[src/rtl/act_vec_writer_pkg.sv]
// Shared definitions for the activation-vector writer: FSM encoding,
// default geometry and the lane-slice helper used by the activation array.
package act_vec_writer_pkg;

    localparam int unsigned DEF_DATA_WIDTH = 8;
    localparam int unsigned DEF_ARRAY_SIZE = 9;
    localparam int unsigned DEF_FIFO_DEPTH = 4;
    localparam int unsigned DEF_ADDR_WIDTH = 12;
    localparam int unsigned DEF_CNT_WIDTH  = 16;

    typedef enum logic [1:0] {
        ST_IDLE  = 2'd0,
        ST_RUN   = 2'd1,
        ST_DRAIN = 2'd2,
        ST_DONE  = 2'd3
    } state_t;

    // LSB position of lane 'lane' inside a packed vector of 'width'-bit lanes
    function automatic int unsigned lane_lsb(input int unsigned lane, input int unsigned width);
        return lane * width;
    endfunction

endpackage

[src/rtl/act_vec_writer_if.sv]
// Vector input stream plus single-word feature-map write port.
interface act_vec_writer_if
    import act_vec_writer_pkg::*;
#(
    parameter int unsigned data_width = DEF_DATA_WIDTH,
    parameter int unsigned array_size = DEF_ARRAY_SIZE,
    parameter int unsigned addr_width = DEF_ADDR_WIDTH
) ();

    logic                           in_valid;
    logic                           in_ready;
    logic [array_size-1:0]          in_en;
    logic [data_width*array_size-1:0] in_data;

    logic                           mem_we;
    logic [addr_width-1:0]          mem_addr;
    logic [data_width-1:0]          mem_wdata;
    logic                           mem_ready;

    // Producer of vectors and owner of the memory port
    modport master (
        output in_valid, in_en, in_data, mem_ready,
        input  in_ready, mem_we, mem_addr, mem_wdata
    );

    // The writer block itself
    modport slave (
        input  in_valid, in_en, in_data, mem_ready,
        output in_ready, mem_we, mem_addr, mem_wdata
    );

endinterface

[src/rtl/act_vec_writer_vec_fifo.sv]
// Synchronous vector FIFO with registered count/full/empty and a
// combinational head read (rdata_c).
module vec_fifo #(
    parameter int unsigned width = 81,
    parameter int unsigned depth = 4
) (
    input  logic                           clk,
    input  logic                           reset,
    input  logic                           push,
    input  logic [width-1:0]               wdata,
    input  logic                           pop,
    output logic [width-1:0]               rdata_c,
    output logic [$clog2(depth+1)-1:0]     count,
    output logic                           full,
    output logic                           empty
);

    localparam int unsigned ptr_w = $clog2(depth);
    localparam int unsigned cnt_w = $clog2(depth + 1);

    logic [width-1:0] mem [depth];
    logic [ptr_w-1:0] wr_ptr;
    logic [ptr_w-1:0] rd_ptr;
    logic             do_push;
    logic             do_pop;

    assign do_push = push && !full;
    assign do_pop  = pop && !empty;
    assign rdata_c = mem[rd_ptr];

    // Pointers wrap naturally because depth is a power of two
    always_ff @(posedge clk) begin
        if (reset) begin
            wr_ptr <= '0;
            rd_ptr <= '0;
            count  <= '0;
            full   <= 1'b0;
            empty  <= 1'b1;
        end else begin
            if (do_push) wr_ptr <= wr_ptr + ptr_w'(1);
            if (do_pop)  rd_ptr <= rd_ptr + ptr_w'(1);
            case ({do_push, do_pop})
                2'b10: begin
                    count <= count + cnt_w'(1);
                    full  <= (count == cnt_w'(depth - 1));
                    empty <= 1'b0;
                end
                2'b01: begin
                    count <= count - cnt_w'(1);
                    full  <= 1'b0;
                    empty <= (count == cnt_w'(1));
                end
                default: ;
            endcase
        end
    end

    always_ff @(posedge clk) begin
        if (do_push) mem[wr_ptr] <= wdata;
    end

endmodule

[src/rtl/act_vec_writer.sv]
// Buffers activation vectors and serializes them one lane per cycle onto a
// single-word feature-map write port with an auto-incrementing address.
module act_vec_writer
    import act_vec_writer_pkg::*;
#(
    parameter int unsigned data_width = DEF_DATA_WIDTH,
    parameter int unsigned array_size = DEF_ARRAY_SIZE,
    parameter int unsigned fifo_depth = DEF_FIFO_DEPTH,
    parameter int unsigned addr_width = DEF_ADDR_WIDTH,
    parameter int unsigned cnt_width  = DEF_CNT_WIDTH
) (
    input  logic                  clk,
    input  logic                  reset,
    input  logic                  start,
    input  logic [addr_width-1:0] base_addr,
    input  logic [cnt_width-1:0]  num_vecs,
    act_vec_writer_if.slave       bus,
    output logic                  busy,
    output logic                  done
);

    localparam int unsigned vec_w  = data_width * array_size;
    localparam int unsigned ent_w  = vec_w + array_size;
    localparam int unsigned lane_w = (array_size > 1) ? $clog2(array_size) : 1;
    localparam int unsigned fcnt_w = $clog2(fifo_depth + 1);

    state_t                state;
    logic [addr_width-1:0] job_base;
    logic [cnt_width-1:0]  job_len;
    logic [cnt_width-1:0]  acc_cnt;
    logic [addr_width-1:0] word_cnt;
    logic [lane_w-1:0]     lane_idx;

    logic [ent_w-1:0]      head;
    logic [fcnt_w-1:0]     fifo_count;
    logic                  fifo_full;
    logic                  fifo_empty;

    logic                  push;
    logic                  consume;
    logic                  pop;
    logic                  last_pop;
    logic [fcnt_w-1:0]     fifo_cnt_next;
    logic [cnt_width-1:0]  acc_next;
    logic                  room_next;
    logic [data_width-1:0] lane_data;
    logic                  lane_en;

    vec_fifo #(
        .width (ent_w),
        .depth (fifo_depth)
    ) u_fifo (
        .clk     (clk),
        .reset   (reset),
        .push    (push),
        .wdata   ({bus.in_en, bus.in_data}),
        .pop     (pop),
        .rdata_c (head),
        .count   (fifo_count),
        .full    (fifo_full),
        .empty   (fifo_empty)
    );

    // Handshake, serializer strobes and look-ahead values for in_ready
    always_comb begin
        push     = bus.in_valid && bus.in_ready && !fifo_full;
        consume  = ((state == ST_RUN) || (state == ST_DRAIN)) && !fifo_empty && bus.mem_ready;
        pop      = consume && (lane_idx == lane_w'(array_size - 1));
        last_pop = pop && (fifo_count == fcnt_w'(1)) && (acc_cnt == job_len);

        fifo_cnt_next = fifo_count;
        if (push && !pop)      fifo_cnt_next = fifo_count + fcnt_w'(1);
        else if (pop && !push) fifo_cnt_next = fifo_count - fcnt_w'(1);

        acc_next  = push ? (acc_cnt + cnt_width'(1)) : acc_cnt;
        room_next = (fifo_cnt_next < fcnt_w'(fifo_depth)) && (acc_next < job_len);
    end

    // Head-vector lane select
    always_comb begin
        lane_data = '0;
        lane_en   = 1'b0;
        for (int i = 0; i < int'(array_size); i++) begin
            if (lane_idx == lane_w'(i)) begin
                lane_data = head[lane_lsb(i, data_width) +: data_width];
                lane_en   = head[vec_w + i];
            end
        end
    end

    always_ff @(posedge clk) begin
        if (reset) begin
            state         <= ST_IDLE;
            job_base      <= '0;
            job_len       <= '0;
            acc_cnt       <= '0;
            word_cnt      <= '0;
            lane_idx      <= '0;
            bus.in_ready  <= 1'b0;
            bus.mem_we    <= 1'b0;
            bus.mem_addr  <= '0;
            bus.mem_wdata <= '0;
            busy          <= 1'b0;
            done          <= 1'b0;
        end else begin
            done         <= 1'b0;
            bus.in_ready <= 1'b0;

            if (push) acc_cnt <= acc_next;

            // Output register advances only when the memory takes the slot
            if (bus.mem_ready) begin
                if (consume) begin
                    bus.mem_we    <= lane_en;
                    bus.mem_addr  <= job_base + word_cnt;
                    bus.mem_wdata <= lane_data;
                    word_cnt      <= word_cnt + addr_width'(1);
                    lane_idx      <= pop ? '0 : (lane_idx + lane_w'(1));
                end else begin
                    bus.mem_we <= 1'b0;
                end
            end

            case (state)
                ST_IDLE: begin
                    if (start) begin
                        job_base <= base_addr;
                        job_len  <= num_vecs;
                        acc_cnt  <= '0;
                        word_cnt <= '0;
                        lane_idx <= '0;
                        if (num_vecs != '0) begin
                            state        <= ST_RUN;
                            busy         <= 1'b1;
                            bus.in_ready <= 1'b1;
                        end else begin
                            state <= ST_DONE;
                        end
                    end
                end
                ST_RUN: begin
                    if (acc_cnt == job_len) begin
                        if (last_pop) begin
                            state <= ST_DONE;
                            busy  <= 1'b0;
                        end else begin
                            state <= ST_DRAIN;
                        end
                    end else begin
                        bus.in_ready <= room_next;
                    end
                end
                ST_DRAIN: begin
                    if (last_pop) begin
                        state <= ST_DONE;
                        busy  <= 1'b0;
                    end
                end
                ST_DONE: begin
                    state <= ST_IDLE;
                    done  <= 1'b1;
                end
                default: state <= ST_IDLE;
            endcase
        end
    end

endmodule

[src/flat_wrapper.sv]
// flat-port wrapper written by rule: the top's interface ports become plain ports
module act_vec_writer_flat import act_vec_writer_pkg::*;
#(
    parameter int unsigned data_width = DEF_DATA_WIDTH,
    parameter int unsigned array_size = DEF_ARRAY_SIZE,
    parameter int unsigned fifo_depth = DEF_FIFO_DEPTH,
    parameter int unsigned addr_width = DEF_ADDR_WIDTH,
    parameter int unsigned cnt_width  = DEF_CNT_WIDTH
)
  (clk, reset, start, base_addr, num_vecs, busy, done, bus_in_valid, bus_in_en, bus_in_data, bus_mem_ready, bus_in_ready, bus_mem_we, bus_mem_addr, bus_mem_wdata);
  act_vec_writer_if #(.data_width(data_width), .array_size(array_size), .addr_width(addr_width)) bus_i ();
  input  logic clk;
  input  logic reset;
  input  logic start;
  input  logic [addr_width-1:0] base_addr;
  input  logic [cnt_width-1:0] num_vecs;
  output logic busy;
  output logic done;
  input wire logic [$bits(bus_i.in_valid)-1:0] bus_in_valid;
  input wire logic [$bits(bus_i.in_en)-1:0] bus_in_en;
  input wire logic [$bits(bus_i.in_data)-1:0] bus_in_data;
  input wire logic [$bits(bus_i.mem_ready)-1:0] bus_mem_ready;
  output wire logic [$bits(bus_i.in_ready)-1:0] bus_in_ready;
  output wire logic [$bits(bus_i.mem_we)-1:0] bus_mem_we;
  output wire logic [$bits(bus_i.mem_addr)-1:0] bus_mem_addr;
  output wire logic [$bits(bus_i.mem_wdata)-1:0] bus_mem_wdata;
  assign bus_i.in_valid = bus_in_valid;
  assign bus_i.in_en = bus_in_en;
  assign bus_i.in_data = bus_in_data;
  assign bus_i.mem_ready = bus_mem_ready;
  assign bus_in_ready = bus_i.in_ready;
  assign bus_mem_we = bus_i.mem_we;
  assign bus_mem_addr = bus_i.mem_addr;
  assign bus_mem_wdata = bus_i.mem_wdata;
  act_vec_writer #(.data_width(data_width), .array_size(array_size), .fifo_depth(fifo_depth), .addr_width(addr_width), .cnt_width(cnt_width)) u_core (.clk(clk), .reset(reset), .start(start), .base_addr(base_addr), .num_vecs(num_vecs), .bus(bus_i), .busy(busy), .done(done));
endmodule
[config.mk]
export PLATFORM = sky130hd
export DESIGN_NAME = act_vec_writer_flat
export DESIGN_NICKNAME = d
export VERILOG_FILES = /design/src/rtl/act_vec_writer_pkg.sv /design/src/rtl/act_vec_writer_if.sv /design/src/rtl/act_vec_writer_vec_fifo.sv /design/src/rtl/act_vec_writer.sv /design/src/flat_wrapper.sv
export SDC_FILE = /design/constraint.sdc
export NUM_CORES = 1
export LEC_CHECK = 0
export ABC_AREA = 0
export BUFFER_PORTS_ARGS = -buffer_cell sky130_fd_sc_hd__clkbuf_2
export CORE_MARGIN = 4
export CORE_UTILIZATION = 54
export CTS_CLUSTER_DIAMETER = 100
export DETAILED_ROUTE_END_ITERATION = 16
export GPL_ROUTABILITY_DRIVEN = 0
export HOLD_SLACK_MARGIN = 0.03
export PLACE_DENSITY = 0.74
export SLEW_MARGIN = 20
export SYNTH_ARGS = -nofsm -noshare
export SYNTH_HDL_FRONTEND = slang
export SYNTH_SLANG_ARGS = --single-unit
[constraint.sdc]
create_clock -name clk -period 3.7 [get_ports clk]
set_input_delay 0.925 -clock clk [delete_from_list [all_inputs] [get_ports clk]]
set_output_delay 0.925 -clock clk [all_outputs]
set_load 0.02 [all_outputs]
==> results of run 1 <==
-- state kept, by name, indices dropped and copies added, names as in the netlist, named ones only --
name / flops
u_core.acc_cnt: 16
u_core.bus.in_ready: 1
u_core.bus.mem_addr: 12
u_core.bus.mem_wdata: 8
u_core.bus.mem_we: 1
u_core.busy: 1
u_core.done: 1
u_core.job_base: 12
u_core.job_len: 16
u_core.lane_idx: 4
u_core.state: 2
u_core.u_fifo.count: 3
u_core.u_fifo.empty: 1
u_core.u_fifo.full: 1
u_core.u_fifo.mem: 324
u_core.u_fifo.rd_ptr: 2
u_core.u_fifo.wr_ptr: 2
u_core.word_cnt: 12
-- path summary, 6_finish.rpt --
path | start | to | slack [ns] | cells past startpoint
max reg2reg | u_core.acc_cnt[0]$_SDFF_PP0_ | u_core.bus.in_ready$_SDFF_PP0_ | 0.87 | 12
min reg2reg | u_core.bus.mem_addr[9]$_SDFFE_PP0P_ | u_core.bus.mem_addr[9]$_SDFFE_PP0P_ | 0.45 | 2
max | bus_in_valid | u_core.bus.in_ready$_SDFF_PP0_ | 0.82 | 13
min | u_core.bus.mem_addr[9]$_SDFFE_PP0P_ | u_core.bus.mem_addr[9]$_SDFFE_PP0P_ | 0.45 | 2
-- logic make-up after synthesis --
logic type	Yosys count	synth area share, %
flops	421	65.9
simple gates	293	8.22
compound gates	175	6.52
buf+inv	88	2.74
mux	82	10.4
xor+xnor	56	2.94
fa+ha+maj	46	3.29
-- worst register-to-register path: stages (launching register included) --
cell	delay, ns
sky130_fd_sc_hd__dfxtp_1	0.43
sky130_fd_sc_hd__and3_1	0.27
sky130_fd_sc_hd__nand3_1	0.12
sky130_fd_sc_hd__nor2_1	0.25
sky130_fd_sc_hd__and3_1	0.21
sky130_fd_sc_hd__xor2_1	0.19
sky130_fd_sc_hd__ha_1	0.27
sky130_fd_sc_hd__a21o_1	0.16
sky130_fd_sc_hd__a21o_1	0.17
sky130_fd_sc_hd__a21oi_1	0.12
sky130_fd_sc_hd__o21ai_0	0.09
sky130_fd_sc_hd__nand3b_1	0.17
sky130_fd_sc_hd__a221oi_1	0.27
-- layout make-up --
class                   instances  area (um2)  share of cell area [%]
repair buffers                165         971                    4.76
inverters                      33         124                   0.607
well taps                     442         553                    2.71
clock inverters                20         340                    1.67
multi-input cells             652        5570                    27.3
clock buffers                  56        1150                    5.66
flip-flops and latches        421       11700                    57.3
-- metal layers --
layer / global-route usage, % / vias to the layer above / part of all wire (%)
met2: 34.3 / 360 / 49
met4: 5.27 / 4 / 2.2
li1: - / 4780 / -
met3: 4.42 / 72 / 7.2
met5: 0 / - / 0.071
met1: 28.3 / 4989 / 41
-- power by group through the flow --
| stage | logic, uW | registers, uW | clock network (uW) |
|---|---|---|---|
| 6_report | 1060 | 5440 | 4540 |
| 4_1_cts | 1070 | 5440 | 4610 |
| 3_5_place_dp | 1060 | 5530 | 0 |
| 2_1_floorplan | 690 | 5520 | 0 |
| 3_3_place_gp | 1040 | 5520 | 0 |
| 5_1_grt | 1180 | 5450 | 4830 |
-- synthesized netlist by cell type, drive strengths merged (22+ instances only) --
cell | count | area, um2
clkbuf | 22 | 87.6
mux4 | 81 | 1840
buf | 33 | 274
nand2 | 131 | 492
nor2b | 22 | 138
a21oi | 55 | 279
edfxtp | 324 | 9730
dfxtp | 97 | 1940
xnor2 | 37 | 354
inv | 33 | 124
ha | 45 | 563
nor2 | 53 | 218
o21ai | 29 | 145
-- per-stage QoR --
stage                     setup slack (ns)  power, uW  instance area [um2]  util [%]  instances
after global placement               0.339       6560                18900      58.2       1713
after CTS                            0.820      11100                20400      62.8       1789
final                                0.820      11000                20400      62.8       1789
after detailed placement             0.270       6590                18900      58.2       1713
after floorplan                      0.643       6210                17700         -       1161
after global routing                 0.627      11500                20400      62.8       1789
==> impl_summary.txt, run 1 <==
----------------------------------------------------
[Finish]
  Number of nets in the layout ... 1475
  Area added between synthesis and finish ... 15.1%
  Most common cell after layout, fill and taps aside ... sky130_fd_sc_hd__edfxtp_1
  Leading cell types in the layout, fill and taps excluded ... sky130_fd_sc_hd__edfxtp_1 (324), sky130_fd_sc_hd__clkbuf_2 (137), sky130_fd_sc_hd__nand2_1 (131), sky130_fd_sc_hd__dfxtp_1 (95), sky130_fd_sc_hd__mux4_2 (77)
  Number of filler cells placed in the layout ... 2313
  Antenna diode count ... 0
  Proportion of layout cells with a drive suffix above 1 ... 24.3%

[Routing]
  Detail-routed via count per cell ... 5.70
  Initial DRC count ... 831
  Routed wirelength normalized by instance count ... 20.6 um
  Number of detailed-route iterations in the first pass ... 7
  Via count of the routed design ... 10200
  Antenna violation net count after detailed routing ... 0
  Total length of routed wires ... 36800 um
  Post-route DRC violation count ... 0

[Floorplan]
  Area of the core ... 32500 um2
  Die height ... 189 um
  Die width ... 189 um
  Ports placed on the boundary ... 138
  Area enclosed by the die boundary ... 35800 um2
  Initial cell density of the core ... 54.6%
  Number of placement rows ... 66

[Critical path]
  Critical path peak fanout ... 6
  Gate family responsible for the most delay along the worst path ... simple AND/OR/NAND/NOR gates
  Type of the worst setup path ... input port to flip-flop
  Most used cell, CP ... sky130_fd_sc_hd__a21o_1
  CP startpoint kind ... input port
  Peak per-stage delay on the critical path ... 0.27 ns
  Worst path buffer plus inverter count ... 1
  Sequence of cells on the critical path ... clkbuf_2 > and3b_1 > nand3_1 > nor2_1 > and3_1 > xor2_1 > ha_1 > a21o_1 > a21o_1 > a21oi_1 > o21ai_0 > nand3b_1 > a221oi_1
  Required @ worst endpoint ... 4.14 ns
  Signal arrival time at the worst endpoint ... 3.32 ns
  Worst path slowest cell ... sky130_fd_sc_hd__and3b_1
  Crit end category ... flip-flop

[Clock network]
  Number of clock sinks ... 421
  Number of buffers created by CTS ... 42
  Clk slew on worst S/H paths ... 0.06 ns
  Hold_buf cts ... 0
  Post-CTS sizing ... 0
  Root buffer cell ... sky130_fd_sc_hd__clkbuf_16
  Buffer count from post-CTS setup fixing ... 0
  TritonCTS clock tree ... done
  Deepest clock path buffer count ... 3
  Clock latency on the worst-skew pair ... 0.56 ns
  Count of H-tree levels built during CTS ... 2

[Place]
  Detailed-placement wirelength estimate ... 24100 um
  Buffers on Ports ... 137

[STA]
  Final period demand of the worst path ... 2.88 ns
  Tightest Pin Transition ... 0.814 ns
  Setup repair after global routing missed its margin ... no
  Highest clock rate ... 347 MHz
  Final period util ... 77.8%
  Final max-slew violation count ... 0
  Hold violation count in the final report ... 0
  Max Clock Skew ... 0.0319 ns
  Sum of negative setup slack ... 0 ns
  Worst hold slack across all endpoints ... 0.448 ns
  Tightest slew margin relative to the limit ... 45.5%
  Number of setup violations in the final report ... 0

[Pwr]
  Net switching fraction of the power ... 22.9%
  Cell leakage power ... 0.00713 uW
  Share of power burned in registers ... 49.3%
  Sw Pwr ... 2530 uW
  Internal portion of total power ... 8510 uW
  Areal power density over the cells ... 541 nW/um2
  Peak supply drop ... 432 uV
  Fraction of power consumed by combinational cells ... 9.6%
  Clock Power Share ... 41.2%

[Yosys]
  Commonest register cell after synthesis ... sky130_fd_sc_hd__edfxtp_1
  Area of the mapped netlist ... 17700 um2
  Syn nets ... 1321
  Number of distinct library cells after synthesis ... 74
  Avg Cell Area, Syn ... 15.3 um2
  Post-synthesis async set-or-reset flop share ... 0%
  Number of synthesized flops with an enable pin ... 324
  Number of synthesis warnings ... 0
  Portion of the post-synthesis area used by sequential elements ... 65.9%
  Post-synthesis register bit count ... 421
  Post-Syn Instances ... 1161

[Global routing]
  First-pass GRT wire length ... 57900 um
  Via count of the first global-routing pass ... 10300
  Pin count of the biggest net entering global routing ... 59
  Initial antenna violation count ... 2
  Remaining global-route overflow ... 0
  Global router's overall resource usage ... 20.7%

[Hold path]
  Worst min-delay path category ... flip-flop to flip-flop

[Flow run]
  Max-cap check violation count ... 0

[Run status]
  Outcome ... complete, no violations

----------------------------------------------------
No activity file was read; power rests on OpenSTA's default activity.
==> inputs of run 2 (changes only) <==
--- a/config.mk
+++ b/config.mk
@@ -5,7 +5,7 @@
 export SDC_FILE = /design/constraint.sdc
 export NUM_CORES = 1
 export LEC_CHECK = 0
-export ABC_AREA = 0
+export ABC_AREA = 1
 export BUFFER_PORTS_ARGS = -buffer_cell sky130_fd_sc_hd__clkbuf_2
 export CORE_MARGIN = 4
 export CORE_UTILIZATION = 54
==> constraint.sdc (replaced) <==
create_clock -name clk -period 2.45 [get_ports clk]
set_input_delay 0.6125 -clock clk [delete_from_list [all_inputs] [get_ports clk]]
set_output_delay 0.6125 -clock clk [all_outputs]
set_load 0.02 [all_outputs]
==> impl_summary.txt, run 2 <==
----------------------------------------------------
[Routing]
  Via count of the routed design ... 13600
  Met2 Wirelength ... 21300 um
  Top sig layer ... met5
  Routed wirelength normalized by instance count ... 17.9 um
  Initial DRC count ... 931
  DRT met1 WL ... 18300 um
  Detail-routed via count per cell ... 5.49
  Total length of routed wires ... 44100 um
  Post-route DRC violation count ... 0
  Number of detailed-route iterations in the first pass ... 7
  Antenna violation net count after detailed routing ... 0
  Detailed-routed wire length on met3 ... 3120 um

[Place]
  Buffers on Ports ... 137
  Post-place setup slack ... -0.565 ns
  Detailed-placement wirelength estimate ... 28300 um
  Post-Place Cells ... 2379
  Area post-placement ... 20100 um2

[STA]
  Max Clock Skew ... 0.0112 ns
  Setup slack after layout ... -0.364 ns
  Final period util ... 115%
  Hold violation count in the final report ... 0
  Sum of negative setup slack ... -0.364 ns
  Final max-slew violation count ... 0
  Tightest slew margin relative to the limit ... 40.6%
  Highest clock rate ... 355 MHz
  Number of setup violations in the final report ... 1
  Setup repair after global routing missed its margin ... yes
  Final period demand of the worst path ... 2.81 ns
  Tightest Pin Transition ... 0.890 ns

[Clock network]
  Hold_buf cts ... 0
  Clock latency on the worst-skew pair ... 0.55 ns
  Root buffer cell ... sky130_fd_sc_hd__clkbuf_16
  TritonCTS clock tree ... done
  Number of clock sinks ... 421
  Number of buffers created by CTS ... 43
  Deepest clock path buffer count ... 3
  Count of H-tree levels built during CTS ... 2
  Clk slew on worst S/H paths ... 0.06 ns

[Yosys]
  Most common cell in the synthesized netlist ... sky130_fd_sc_hd__nand2_1
  Commonest register cell after synthesis ... sky130_fd_sc_hd__edfxtp_1
  Number of synthesis warnings ... 0
  Area of the mapped netlist ... 18500 um2
  Top cell type's share of synthesized area ... 52.5%
  Number of distinct library cells after synthesis ... 49
  Syn nets ... 1957
  Number of synthesized flops with an enable pin ... 324
  Portion of the post-synthesis area used by sequential elements ... 63.0%
  Leading cell types by total area after synthesis ... sky130_fd_sc_hd__edfxtp_1 (52%), sky130_fd_sc_hd__dfxtp_1 (10%), sky130_fd_sc_hd__nand2_1 (7.9%), sky130_fd_sc_hd__nor2_1 (3.6%), sky130_fd_sc_hd__nand3_1 (3.5%)
  Post-Syn Instances ... 1797
  Post-synthesis async set-or-reset flop share ... 0%
  Synth cell count leaders ... sky130_fd_sc_hd__nand2_1 (390), sky130_fd_sc_hd__edfxtp_1 (324), sky130_fd_sc_hd__nor2_1 (177)
  Cell type with the largest total area after synthesis ... sky130_fd_sc_hd__edfxtp_1
  Avg Cell Area, Syn ... 10.3 um2
  Post-synthesis register bit count ... 421

[Pwr]
  Peak supply drop ... 688 uV
  Areal power density over the cells ... 733 nW/um2
  Cell leakage power ... 0.00870 uW

[Critical path]
  CP startpoint kind ... flip-flop
  Required @ worst endpoint ... 2.93 ns
  Crit end category ... flip-flop
  Type of the worst setup path ... flip-flop to flip-flop
  Signal arrival time at the worst endpoint ... 3.30 ns
  Critical path peak fanout ... 3

[Floorplan]
  Ports placed on the boundary ... 138
  Number of placement rows ... 67
  Area enclosed by the die boundary ... 37400 um2
  Die height ... 193 um
  Initial cell density of the core ... 55.0%
  Area of the core ... 33700 um2
  Die width ... 193 um

[Hold path]
  Worst min-delay path category ... input port to flip-flop

[Finish]
  Max FFs per register ... 324
  Largest register by flop count ... u_core.u_fifo.mem
  Proportion of layout cells with a drive suffix above 1 ... 17.8%
  Area added between synthesis and finish ... 17.1%
  Most common cell after layout, fill and taps aside ... sky130_fd_sc_hd__nand2_1
  Final core area utilization ... 64.4%
  Post-route cell area ... 21700 um2
  Leading cell types in the layout, fill and taps excluded ... sky130_fd_sc_hd__nand2_1 (387), sky130_fd_sc_hd__edfxtp_1 (324), sky130_fd_sc_hd__nor2_1 (173), sky130_fd_sc_hd__inv_1 (148), sky130_fd_sc_hd__clkbuf_2 (137)
  Regs by FF count ... u_core.u_fifo.mem x324, u_core.acc_cnt x16, u_core.job_len x16
  Number of nets in the layout ... 2150
  Final instance count without filler cells ... 2470

[Global routing]
  Remaining global-route overflow ... 0
  Global router's overall resource usage ... 22.8%
  Initial antenna violation count ... 4
  Via count of the first global-routing pass ... 13400
  First-pass GRT wire length ... 69500 um
  Pin count of the biggest net entering global routing ... 102

[Run status]
  Outcome ... complete, but fails checks
  Violations in the final reports ... negative setup slack

[Flow run]
  Max-cap check violation count ... 0

----------------------------------------------------
==> run 2: cell types whose count changed in the layout (fill, tap and decap cells not counted), moves of 17 or more <==
cell | previous run | this run
sky130_fd_sc_hd__nand2_1 | 131 | 387
sky130_fd_sc_hd__o22ai_1 | 2 | 24
sky130_fd_sc_hd__nor2_1 | 51 | 173
sky130_fd_sc_hd__nor2b_1 | 22 | 0
sky130_fd_sc_hd__o21ai_0 | 28 | 125
sky130_fd_sc_hd__mux4_2 | 77 | 0
sky130_fd_sc_hd__o21ai_1 | 1 | 27
sky130_fd_sc_hd__a22oi_1 | 17 | 0
sky130_fd_sc_hd__buf_4 | 22 | 67
sky130_fd_sc_hd__xnor2_1 | 33 | 7
sky130_fd_sc_hd__a21oi_1 | 54 | 80
sky130_fd_sc_hd__inv_1 | 32 | 148
sky130_fd_sc_hd__nand3_1 | 16 | 126
==> run 2: per-stage QoR <==
stage / hold WS (ns) / power, uW
finish: 0.275 / 15900
global route: 0.260 / 16500
CTS: 0.250 / 16000
detailed placement: 0.455 / 9720
global placement: 0.444 / 9650
floorplan: 0.436 / 9130
==> run 2: worst paths after layout <==
path / start / endpoint / slack [ns] / cells after the start
setup reg to reg: u_core.acc_cnt[1]$_SDFF_PP0_ / u_core.bus.in_ready$_SDFF_PP0_ / -0.36 / 22
hold reg to reg: u_core.bus.mem_wdata[2]$_SDFFE_PP0P_ / u_core.bus.mem_wdata[2]$_SDFFE_PP0P_ / 0.46 / 2
setup / recovery: u_core.acc_cnt[1]$_SDFF_PP0_ / u_core.bus.in_ready$_SDFF_PP0_ / -0.36 / 22
hold / removal: bus_in_data[14] / u_core.u_fifo.mem[0][14]$_DFFE_PP_ / 0.28 / 1
==> run 2: final cells by class <==
class,instances,area (um2)
antenna,1,2.50
clock buffer,52,1110
clock inverter,24,229
fill,2609,12000
inverter,169,647
multi-input combinational,1132,5910
sequential,421,11700
tap,448,561
timing repair buffer,223,1560
==> run 2: what timing repair did <==
| action | 4_1_cts | 5_1_grt |
|---|---|---|
| gates resized for setup | 17 | 18 |
| endpoints found under the setup margin | 1 | 1 |
| pin swaps | 11 | 14 |
| setup buffers | 9 | 5 |
==> run 2: cells by family (layout without fill, tap and decap cells) <==
| group | Yosys count | after routing | synth area share, % |
|---|---|---|---|
| flip-flops | 421 | 421 | 63.0 |
| AND/OR/NAND/NOR | 755 | 755 | 17.5 |
| buffers and inverters | 244 | 468 | 5.92 |
| adder cells (fa/ha/maj) | 46 | 46 | 3.15 |
| XOR/XNOR | 35 | 35 | 1.65 |
| AO/OA/AOI/OAI | 296 | 296 | 8.83 |
| other | 0 | 1 | 0 |
==> run 2: worst max-delay path, cell delays in order (launching register included) <==
cell and delay (ns):
sky130_fd_sc_hd__dfxtp_4 0.36, sky130_fd_sc_hd__ha_4 0.12, sky130_fd_sc_hd__inv_2 0.04, sky130_fd_sc_hd__nor2_4 0.09, sky130_fd_sc_hd__nand2_2 0.09, sky130_fd_sc_hd__nor2_4 0.12, sky130_fd_sc_hd__inv_2 0.06, sky130_fd_sc_hd__nor2_4 0.12
sky130_fd_sc_hd__nand3_2 0.08, sky130_fd_sc_hd__nor3_2 0.18, sky130_fd_sc_hd__nand3_1 0.14, sky130_fd_sc_hd__xor2_2 0.22, sky130_fd_sc_hd__inv_2 0.07, sky130_fd_sc_hd__ha_4 0.23, sky130_fd_sc_hd__nand2_4 0.09, sky130_fd_sc_hd__inv_4 0.04
sky130_fd_sc_hd__nand2_2 0.06, sky130_fd_sc_hd__nand3_2 0.07, sky130_fd_sc_hd__a21oi_2 0.12, sky130_fd_sc_hd__o2111ai_2 0.10, sky130_fd_sc_hd__nor2_1 0.13, sky130_fd_sc_hd__nand2_1 0.08, sky130_fd_sc_hd__a21oi_2 0.11
==> run 2: report_power, final <==
part | internal, uW | leakage [uW] | switching (uW) | total (uW)
sequential | 8010 | 0.00372 | 133 | 8140
combinational | 518 | 0.00434 | 964 | 1480
clock | 3570 | 0.000645 | 2720 | 6290
total | 12100 | 0.00870 | 3810 | 15900
==> run 2: routing by layer <==
metal,track usage (%),vias to the layer above
met5,0,-
met3,4.35,110
met2,37.9,479
li1,-,6518
met4,7.63,6
met1,30.4,6448
